==> src/rtl/keypad_debounce_scan.sv <==
// Keypad front end: 2-flop synchroniser, debounce to a stable vector, single-key
// press detection with optional auto-repeat, registered one-hot and binary key codes.
module keypad_debounce_scan #(
    parameter int unsigned NUM_KEYS        = 12,
    parameter int unsigned DEBOUNCE_CYCLES = 4,
    parameter int unsigned REPEAT_DELAY    = 16,
    parameter int unsigned REPEAT_RATE     = 8,
    parameter int unsigned IDX_W           = $clog2(NUM_KEYS)
) (
    input  logic                clk,
    input  logic                rst,
    input  logic [NUM_KEYS-1:0] Keypad_in,
    input  logic                repeat_en,
    output logic                valid,
    output logic [NUM_KEYS-1:0] Scan_out,
    output logic [IDX_W-1:0]    key_idx,
    output logic                multi
);
    localparam int unsigned N_W   = (DEBOUNCE_CYCLES > 1) ? $clog2(DEBOUNCE_CYCLES) : 1;
    localparam int unsigned R_MAX = (REPEAT_DELAY > REPEAT_RATE) ? REPEAT_DELAY : REPEAT_RATE;
    localparam int unsigned R_W   = $clog2(R_MAX) + 1;
    localparam int unsigned P_W   = $clog2(NUM_KEYS + 1);

    typedef enum logic [1:0] {IDLE, HOLD, REPEAT} state_t;

    logic [NUM_KEYS-1:0] sync1_q, sync1_d;
    logic [NUM_KEYS-1:0] sync2_q, sync2_d;
    logic [NUM_KEYS-1:0] cand_q, cand_d;
    logic [N_W-1:0]      cnt_q, cnt_d;
    logic [NUM_KEYS-1:0] stab_q, stab_d;
    state_t              state_q, state_d;
    logic [R_W-1:0]      rpt_q, rpt_d;
    logic                valid_q, valid_d;
    logic [NUM_KEYS-1:0] scan_q, scan_d;
    logic [IDX_W-1:0]    idx_q, idx_d;
    logic                multi_q, multi_d;

    logic [P_W-1:0]      pop_c;
    logic [IDX_W-1:0]    idx_c;
    logic                single_c;
    logic [R_W-1:0]      rpt_lim_c;

    // Synchroniser and debounce: stable vector only moves after an unbroken run
    always_comb begin
        sync1_d = Keypad_in;
        sync2_d = sync1_q;
        cand_d  = cand_q;
        cnt_d   = cnt_q;
        stab_d  = stab_q;
        if (sync2_q != cand_q) begin
            cand_d = sync2_q;
            cnt_d  = '0;
        end else if (cnt_q < N_W'(DEBOUNCE_CYCLES - 1)) begin
            cnt_d = cnt_q + N_W'(1);
        end else begin
            stab_d = cand_q;
        end
    end

    // Decode the next stable vector so the press registers in the same edge it settles
    always_comb begin
        pop_c = '0;
        idx_c = '0;
        for (int unsigned i = 0; i < NUM_KEYS; i++) begin
            pop_c = pop_c + P_W'(stab_d[i]);
            if (stab_d[i]) begin
                idx_c = IDX_W'(i);
            end
        end
    end

    assign single_c  = (pop_c == P_W'(1));
    assign rpt_lim_c = (state_q == HOLD) ? R_W'(REPEAT_DELAY - 1) : R_W'(REPEAT_RATE - 1);

    // Press / hold / repeat control; a change of the held vector always wins over a repeat
    always_comb begin
        state_d = state_q;
        rpt_d   = rpt_q;
        valid_d = 1'b0;
        scan_d  = scan_q;
        idx_d   = idx_q;
        multi_d = (pop_c > P_W'(1));
        case (state_q)
            IDLE: begin
                if (single_c) begin
                    valid_d = 1'b1;
                    scan_d  = stab_d;
                    idx_d   = idx_c;
                    rpt_d   = '0;
                    state_d = HOLD;
                end
            end
            HOLD, REPEAT: begin
                if (stab_d != scan_q) begin
                    state_d = IDLE;
                    scan_d  = '0;
                    idx_d   = '0;
                    rpt_d   = '0;
                end else if (repeat_en) begin
                    if (rpt_q == rpt_lim_c) begin
                        valid_d = 1'b1;
                        rpt_d   = '0;
                        state_d = REPEAT;
                    end else begin
                        rpt_d = rpt_q + R_W'(1);
                    end
                end
            end
            default: begin
                state_d = IDLE;
                scan_d  = '0;
                idx_d   = '0;
                rpt_d   = '0;
            end
        endcase
    end

    always_ff @(posedge clk or posedge rst) begin
        if (rst) begin
            sync1_q <= '0;
            sync2_q <= '0;
            cand_q  <= '0;
            cnt_q   <= '0;
            stab_q  <= '0;
            state_q <= IDLE;
            rpt_q   <= '0;
            valid_q <= 1'b0;
            scan_q  <= '0;
            idx_q   <= '0;
            multi_q <= 1'b0;
        end else begin
            sync1_q <= sync1_d;
            sync2_q <= sync2_d;
            cand_q  <= cand_d;
            cnt_q   <= cnt_d;
            stab_q  <= stab_d;
            state_q <= state_d;
            rpt_q   <= rpt_d;
            valid_q <= valid_d;
            scan_q  <= scan_d;
            idx_q   <= idx_d;
            multi_q <= multi_d;
        end
    end

    assign valid    = valid_q;
    assign Scan_out = scan_q;
    assign key_idx  = idx_q;
    assign multi    = multi_q;

endmodule
==> config.mk <==
export PLATFORM = sky130hd
export DESIGN_NAME = keypad_debounce_scan
export DESIGN_NICKNAME = d
export VERILOG_FILES = /design/src/rtl/keypad_debounce_scan.sv
export SDC_FILE = /design/constraint.sdc
export NUM_CORES = 1
export LEC_CHECK = 0
export ABC_CLOCK_PERIOD_IN_PS = 7400
export CORE_ASPECT_RATIO = 2
export CORE_MARGIN = 5
export CORE_UTILIZATION = 45
export CTS_CLUSTER_SIZE = 24
export DETAILED_ROUTE_END_ITERATION = 10
export PLACE_DENSITY = 0.62
export SLEW_MARGIN = 20
export SYNTH_ARGS = -nofsm -noshare
export SYNTH_HDL_FRONTEND = slang
export SYNTH_SLANG_ARGS = --single-unit
==> constraint.sdc <==
create_clock -name clk -period 7.4 [get_ports clk]
set_input_delay 1.48 -clock clk [delete_from_list [all_inputs] [get_ports clk]]
set_output_delay 1.48 -clock clk [all_outputs]
set_load 0.01 [all_outputs]
## Yosys cells after proc, flatten, opt, wreduce, memory -nomap -nowiden

Cells that the tools add are included.

- Register bits: 75
- Output and inout bits: 18

- Add/subtract/negate cells: 13
- Magnitude comparators: 2
- Equality and inequality tests: 10
- Mux-type cells: 37
- Reduce and logical (&&, ||, !) cells: 6

Operators by type and width:

| kind | count |
|---|---|
| two-way mux 4 bit | 13 |
| two-way mux 12 bit | 4 |
| adder 4 x 1 -> 4 bit | 8 |
| inequality test 12 bit | 2 |
| one-hot mux 12 bit (2 select lines) | 1 |
| two-way mux 5 bit | 4 |
| two-way mux 2 bit | 6 |
| one-hot mux 5 bit (2 select lines) | 1 |
| one-hot mux 4 bit (2 select lines) | 1 |
| inequality test 3 bit (second input constant) | 2 |
| adder 5 x 1 -> 5 bit (second input constant) | 1 |
| == test 5 x 4 -> 1 bit | 1 |
| two-way mux 1 bit | 5 |
| adder 3 x 1 -> 4 bit | 1 |
| == test 4 x 1 -> 1 bit (second input constant) | 1 |
| > comparator 4 x 1 -> 1 bit (second input constant) | 1 |
| inequality test 2 bit (second input constant) | 2 |
| one-hot mux 2 bit (2 select lines) | 1 |
| AND reduction 2 bit | 2 |
| adder 2 x 1 -> 3 bit | 1 |
| AND reduction 3 bit | 1 |
| adder 1 x 1 -> 2 bit | 1 |
| adder 2 x 1 -> 2 bit (second input constant) | 1 |
| == test 2 x 1 -> 1 bit (second input constant) | 1 |
| other kinds (6) | 6 |

## Logic depth before layout (Yosys ltp)

- Depth after elaboration: 17
- Mapped depth: 22
- Gate-level depth less buffers: 18

## Worst setup path after synthesis

No wires, ideal clock.

- Path kind: register to register
- From: reg cand_q[9]
- To: reg rpt_q[4]
- Library setup time: 0.065 ns
- Arrival time: 5.482 ns
- Required time: 7.335 ns
- Setup slack: 1.853 ns
- Stages on the path, launching flop included: 22
- Buffers on the path: 3
- Path through: dfrtp_1 buf_6 xor2_2 nor4_4 nand4_1 buf_6 clkbuf_8 mux2i_1 fa_1 fa_1 fa_1 fa_1 inv_1 ha_1 inv_1 fa_1 a211oi_1 mux2_2 a31oi_1 or4_1 a21oi_1 a21o_1

- Word-level cells in the longest chain between the ends: 16
- Elaborated cells between the ends (all ways): 21
- Those cells by class: 11 x add/sub; 5 x eq/ne; 4 x mux; 1 x reduce/logical

Ends and longest elaborated chain:

| item | line | RTL |
|---|---|---|
| start, declared | 28 | `logic [NUM_KEYS-1:0] cand_q, cand_d;` |
| start signal, assigned | 134 | `cand_q <= cand_d;` |
| inequality test 12 bit | 50 | `if (sync2_q != cand_q) begin` |
| two-way mux 12 bit * | 50 |  |
| adder 1 x 1 -> 2 bit | 65 | `pop_c = pop_c + P_W'(stab_d[i]);` |
| adder 2 x 1 -> 3 bit | 65 |  |
| adder 3 x 1 -> 4 bit | 65 |  |
| adder 4 x 1 -> 4 bit (8 in a row) | 65 |  |
| == test 4 x 1 -> 1 bit | 72 | `assign single_c = (pop_c == P_W'(1));` |
| inequality test 2 bit (no line) | - |  |
| AND reduction 2 bit (no line) | - |  |
| end signal, assigned | 138 | `rpt_q <= rpt_d;` |
| end, declared | 32 | `logic [R_W-1:0] rpt_q, rpt_d;` |

Every way passes the cells marked *; elsewhere a longest branch is shown, timed or not.
A chain may end at the register's enable or synchronous reset.

## Worst setup path in the final report

- From: reg cand_q[3]
- To: reg scan_q[9] (netlist: Scan_out[9])

- Word-level cells in the longest chain between the ends: 16
- Elaborated cells between the ends (all ways): 21
- Those cells by class: 11 x add/sub; 5 x eq/ne; 4 x mux; 1 x reduce/logical

Ends and longest elaborated chain:

| item | line | RTL |
|---|---|---|
| inequality test 12 bit | 50 |  |
| two-way mux 12 bit * | 50 |  |
| adder 1 x 1 -> 2 bit | 65 |  |
| adder 2 x 1 -> 3 bit | 65 |  |
| adder 3 x 1 -> 4 bit | 65 |  |
| adder 4 x 1 -> 4 bit (8 in a row) | 65 |  |
| == test 4 x 1 -> 1 bit | 72 |  |
| inequality test 2 bit (no line) | - |  |
| AND reduction 2 bit (no line) | - |  |
| end signal, assigned | 140 | `scan_q <= scan_d;` |
| end, declared | 34 | `logic [NUM_KEYS-1:0] scan_q, scan_d;` |

Every way passes the cells marked *; elsewhere a longest branch is shown, timed or not. The select of a mux whose other input is x is not followed.

==> results.cfg <==
[route]
dr_total_vias = 2284
drt_iter0_drc = 95
wl_per_cell_um = 18.60
drc_errors = 0
first_pass_iters = 4
viasPerCell = 5.374
ant_nets = 0
drt-total-wl_um = 7906

[hold_path]
hold_end = sync2_q[8]
hold_path_depth = 0
hold_path.class = reg -> reg
hold_start = sync1_q[8]

[timing]
maxSlewHeadroom_pct = 37.68
fin_ws_ns = 1.290
worst_clock_skew_ns = 0.008722
fin_crit_sh_pct = 82.57
hold_violations = 0
setup_violations = 0
slew_violations = 0
worstMarginPinSlew_ns = 0.9349
setup-tns-final_ns = 0
period_needed_ns = 6.110
max_freq_ghz = 0.1637
rsz0062_at_grt = no

[floorplan]
io_pins = 33
die_x_um = 73.58
die_area_um2 = 10090
fp-row-count = 46
fp.dieH_um = 137.2
start_util_pct = 45.81
coreArea_um2 = 7943

[yosys]
synth_edf_count = 0
yosys_warnings = 0
syn_inst = 298
syn_area_per_cell_um2 = 12.21
ys_seq_elements = 75
yosysSeqAreaShare_pct = 51.58
async_reset_ff_share_pct = 100.0
synth-main-ff-cell = dfrtp_1
ys_types = 46
syn-cell-area_um2 = 3638
synth_fp_nets = 329

[clocking]
postCtsSetupRepairBufs = 0
cts_buffers = 9
cts-hold-fix-buffers = 0
clkLatencyLatePin_ns = 0.34
cts-resized-gates = 0
root_buffer = clkbuf_16
htree_levels = 3
cts.clk_slew.worst_paths_ns = 0.05
clock_path_buffers = 2
cts_sinks = 75
cts_tree = built

[job]
cap_violations = 0

[global_routing]
antenna_found_initial = 0
grt-ovfl-total = 0
grt_usage_pct = 17.94
grt_pass1_vias = 2454
grt_pass1_wl_um = 12970
grt_max_degree = 76

[worst_setup_path]
path_class = reg -> reg
crit_arrival_ns = 6.31
path_max_fanout = 19
r2r_cells = 18
cpPeakStageDelay_ns = 0.56
worstReg2RegEnd = Scan_out[9]
reg2reg_setup_slack_ns = 1.29
start_kind = flop
critical_path.most_common_cell = fa_1
cp_data_required_time_ns = 7.60
endpoint_kind = flop
path_cells = xor2_1 -> nor4_2 -> nand4_1 -> buf_4 -> mux2i_1 -> fa_1 -> fa_1 -> fa_1 -> fa_1 -> inv_1 -> ha_1 -> inv_1 -> fa_1 -> mux2_2 -> a31oi_1 -> nor2_1 -> nand2_4 -> o2bb2ai_1
worstReg2RegStart = cand_q[3]
critPathSlowestCell = a31oi_1

[layout]
nets = 356
nFillCells = 697
final_cells = 425
layout.cells.most_common = dfrtp_1
multi_input_area_um2 = 1560
drive_gt1_share_pct = 12.46
ff_latch_area_um2 = 1877
antenna_cells = 0
syn2layout_area_growth_pct = 17.88
mostFrequentLayoutCells = dfrtp_1, clkdlybuf4s50_1, xnor2_1, inv_1

[placed_design]
numPortBuffers = 32
dpl.hpwl_um = 6019
placed_cells = 410
gp_congestion = 0.8640
dp_slack_ns = 1.251

[pwr]
total_power_mw = 1.057
p_leak_nw = 1.985
ir_drop_mv = 0.1685
powerDensity_nw_per_um2 = 246.5

[run_status]
status = finished clean
## cell type report
class                      instances  share of cell area (%)
inverter                          25                   2.188
multi-input combinational        180                   36.38
timing repair buffer              34                   7.818
clock inverter                     4                   1.167
tap                               96                   2.800
clock buffer                      11                   5.893
sequential                        75                   43.76
## registers in the layout, summed over array words and instances (netlist names)
signal    flops
rpt_q         5
stab_q       12
state_q       2
Scan_out     12
sync1_q      12
cnt_q         2
valid         1
cand_q       12
multi         1
sync2_q      12
key_idx       4
## logic make-up after synthesis
logic type	count (synthesis)	synth area share, %
adders and majority gates	16	6.946
xor gates and xnor gates	38	9.354
and+or+nand+nor	62	10.45
buffers and inverters	43	5.536
DFF	75	51.58
muxes	16	4.849
AOI/OAI and AO/OA	48	11.28
## power breakdown
group          leakage (nW)  switching [mW]  internal, mW
clock network         0.144           0.159         0.276
registers             0.962          0.0220         0.433
logic                 0.879           0.115        0.0518
## synthesized netlist by cell type (4+ instances only)
cell type   n  area share, %
xnor2_1    24            5.8
xor2_1     13            3.1
nand4_1     6            1.0
a21o_1      4           0.83
clkbuf_1   13            1.3
inv_1      25            2.6
fa_1        7            3.9
buf_6       4            1.2
nor4_1      5           0.86
dfrtp_1    75             52
a21oi_1    10            1.4
nor3_1      6           0.83
o2bb2ai_1   4           0.96
o2bb2ai_2  11            4.5
o21ai_0     6           0.83
mux2i_1    12            3.3
nand3_1     4           0.55
nor2_1     10            1.0
nand2_1    13            1.3
ha_1        9            3.1
## metal layers
metal	wire, um	GRT usage, %	vias up
met3	317	3.824	21
met5	0	0	-
met4	411	12.10	0
li1	-	-	1071
met1	2745	19.20	1132
met2	4432	30.58	60
## metrics by stage
stage | hold slack, ns | cell area [um^2] | utilization [%]
after floorplan | 0.3312 | 3638 | -
after detailed placement | 0.3347 | 3986 | 50.19
final | 0.3456 | 4289 | 54.00
after global routing | 0.3576 | 4289 | 54.00
after CTS | 0.3478 | 4289 | 54.00
after global placement | 0.3325 | 3986 | 50.19
## worst max-delay path by stage
stage	startpoint	endpoint	slack [ns]	cells past startpoint
floorplan	cand_q[9]	rpt_q[4]	1.85	21
global placement	cand_q[3]	Scan_out[10]	1.40	18
detailed placement	cand_q[3]	Scan_out[9]	1.25	18
CTS	cand_q[3]	Scan_out[9]	1.25	18
global route	cand_q[3]	Scan_out[7]	0.86	18
finish	cand_q[3]	Scan_out[9]	1.29	18
## worst max-delay path, delay by kind of cell (launching register included)
| family | cells | cell delay, ns |
|---|---|---|
| buffers and inverters | 3 | 0.36 |
| adders and majority gates | 6 | 2.47 |
| and+or+nand+nor | 4 | 1.11 |
| DFF | 1 | 0.45 |
| muxes | 2 | 0.69 |
| xor gates and xnor gates | 1 | 0.20 |
| AOI/OAI and AO/OA | 2 | 0.68 |
No activity file was read; power rests on OpenSTA's default activity.
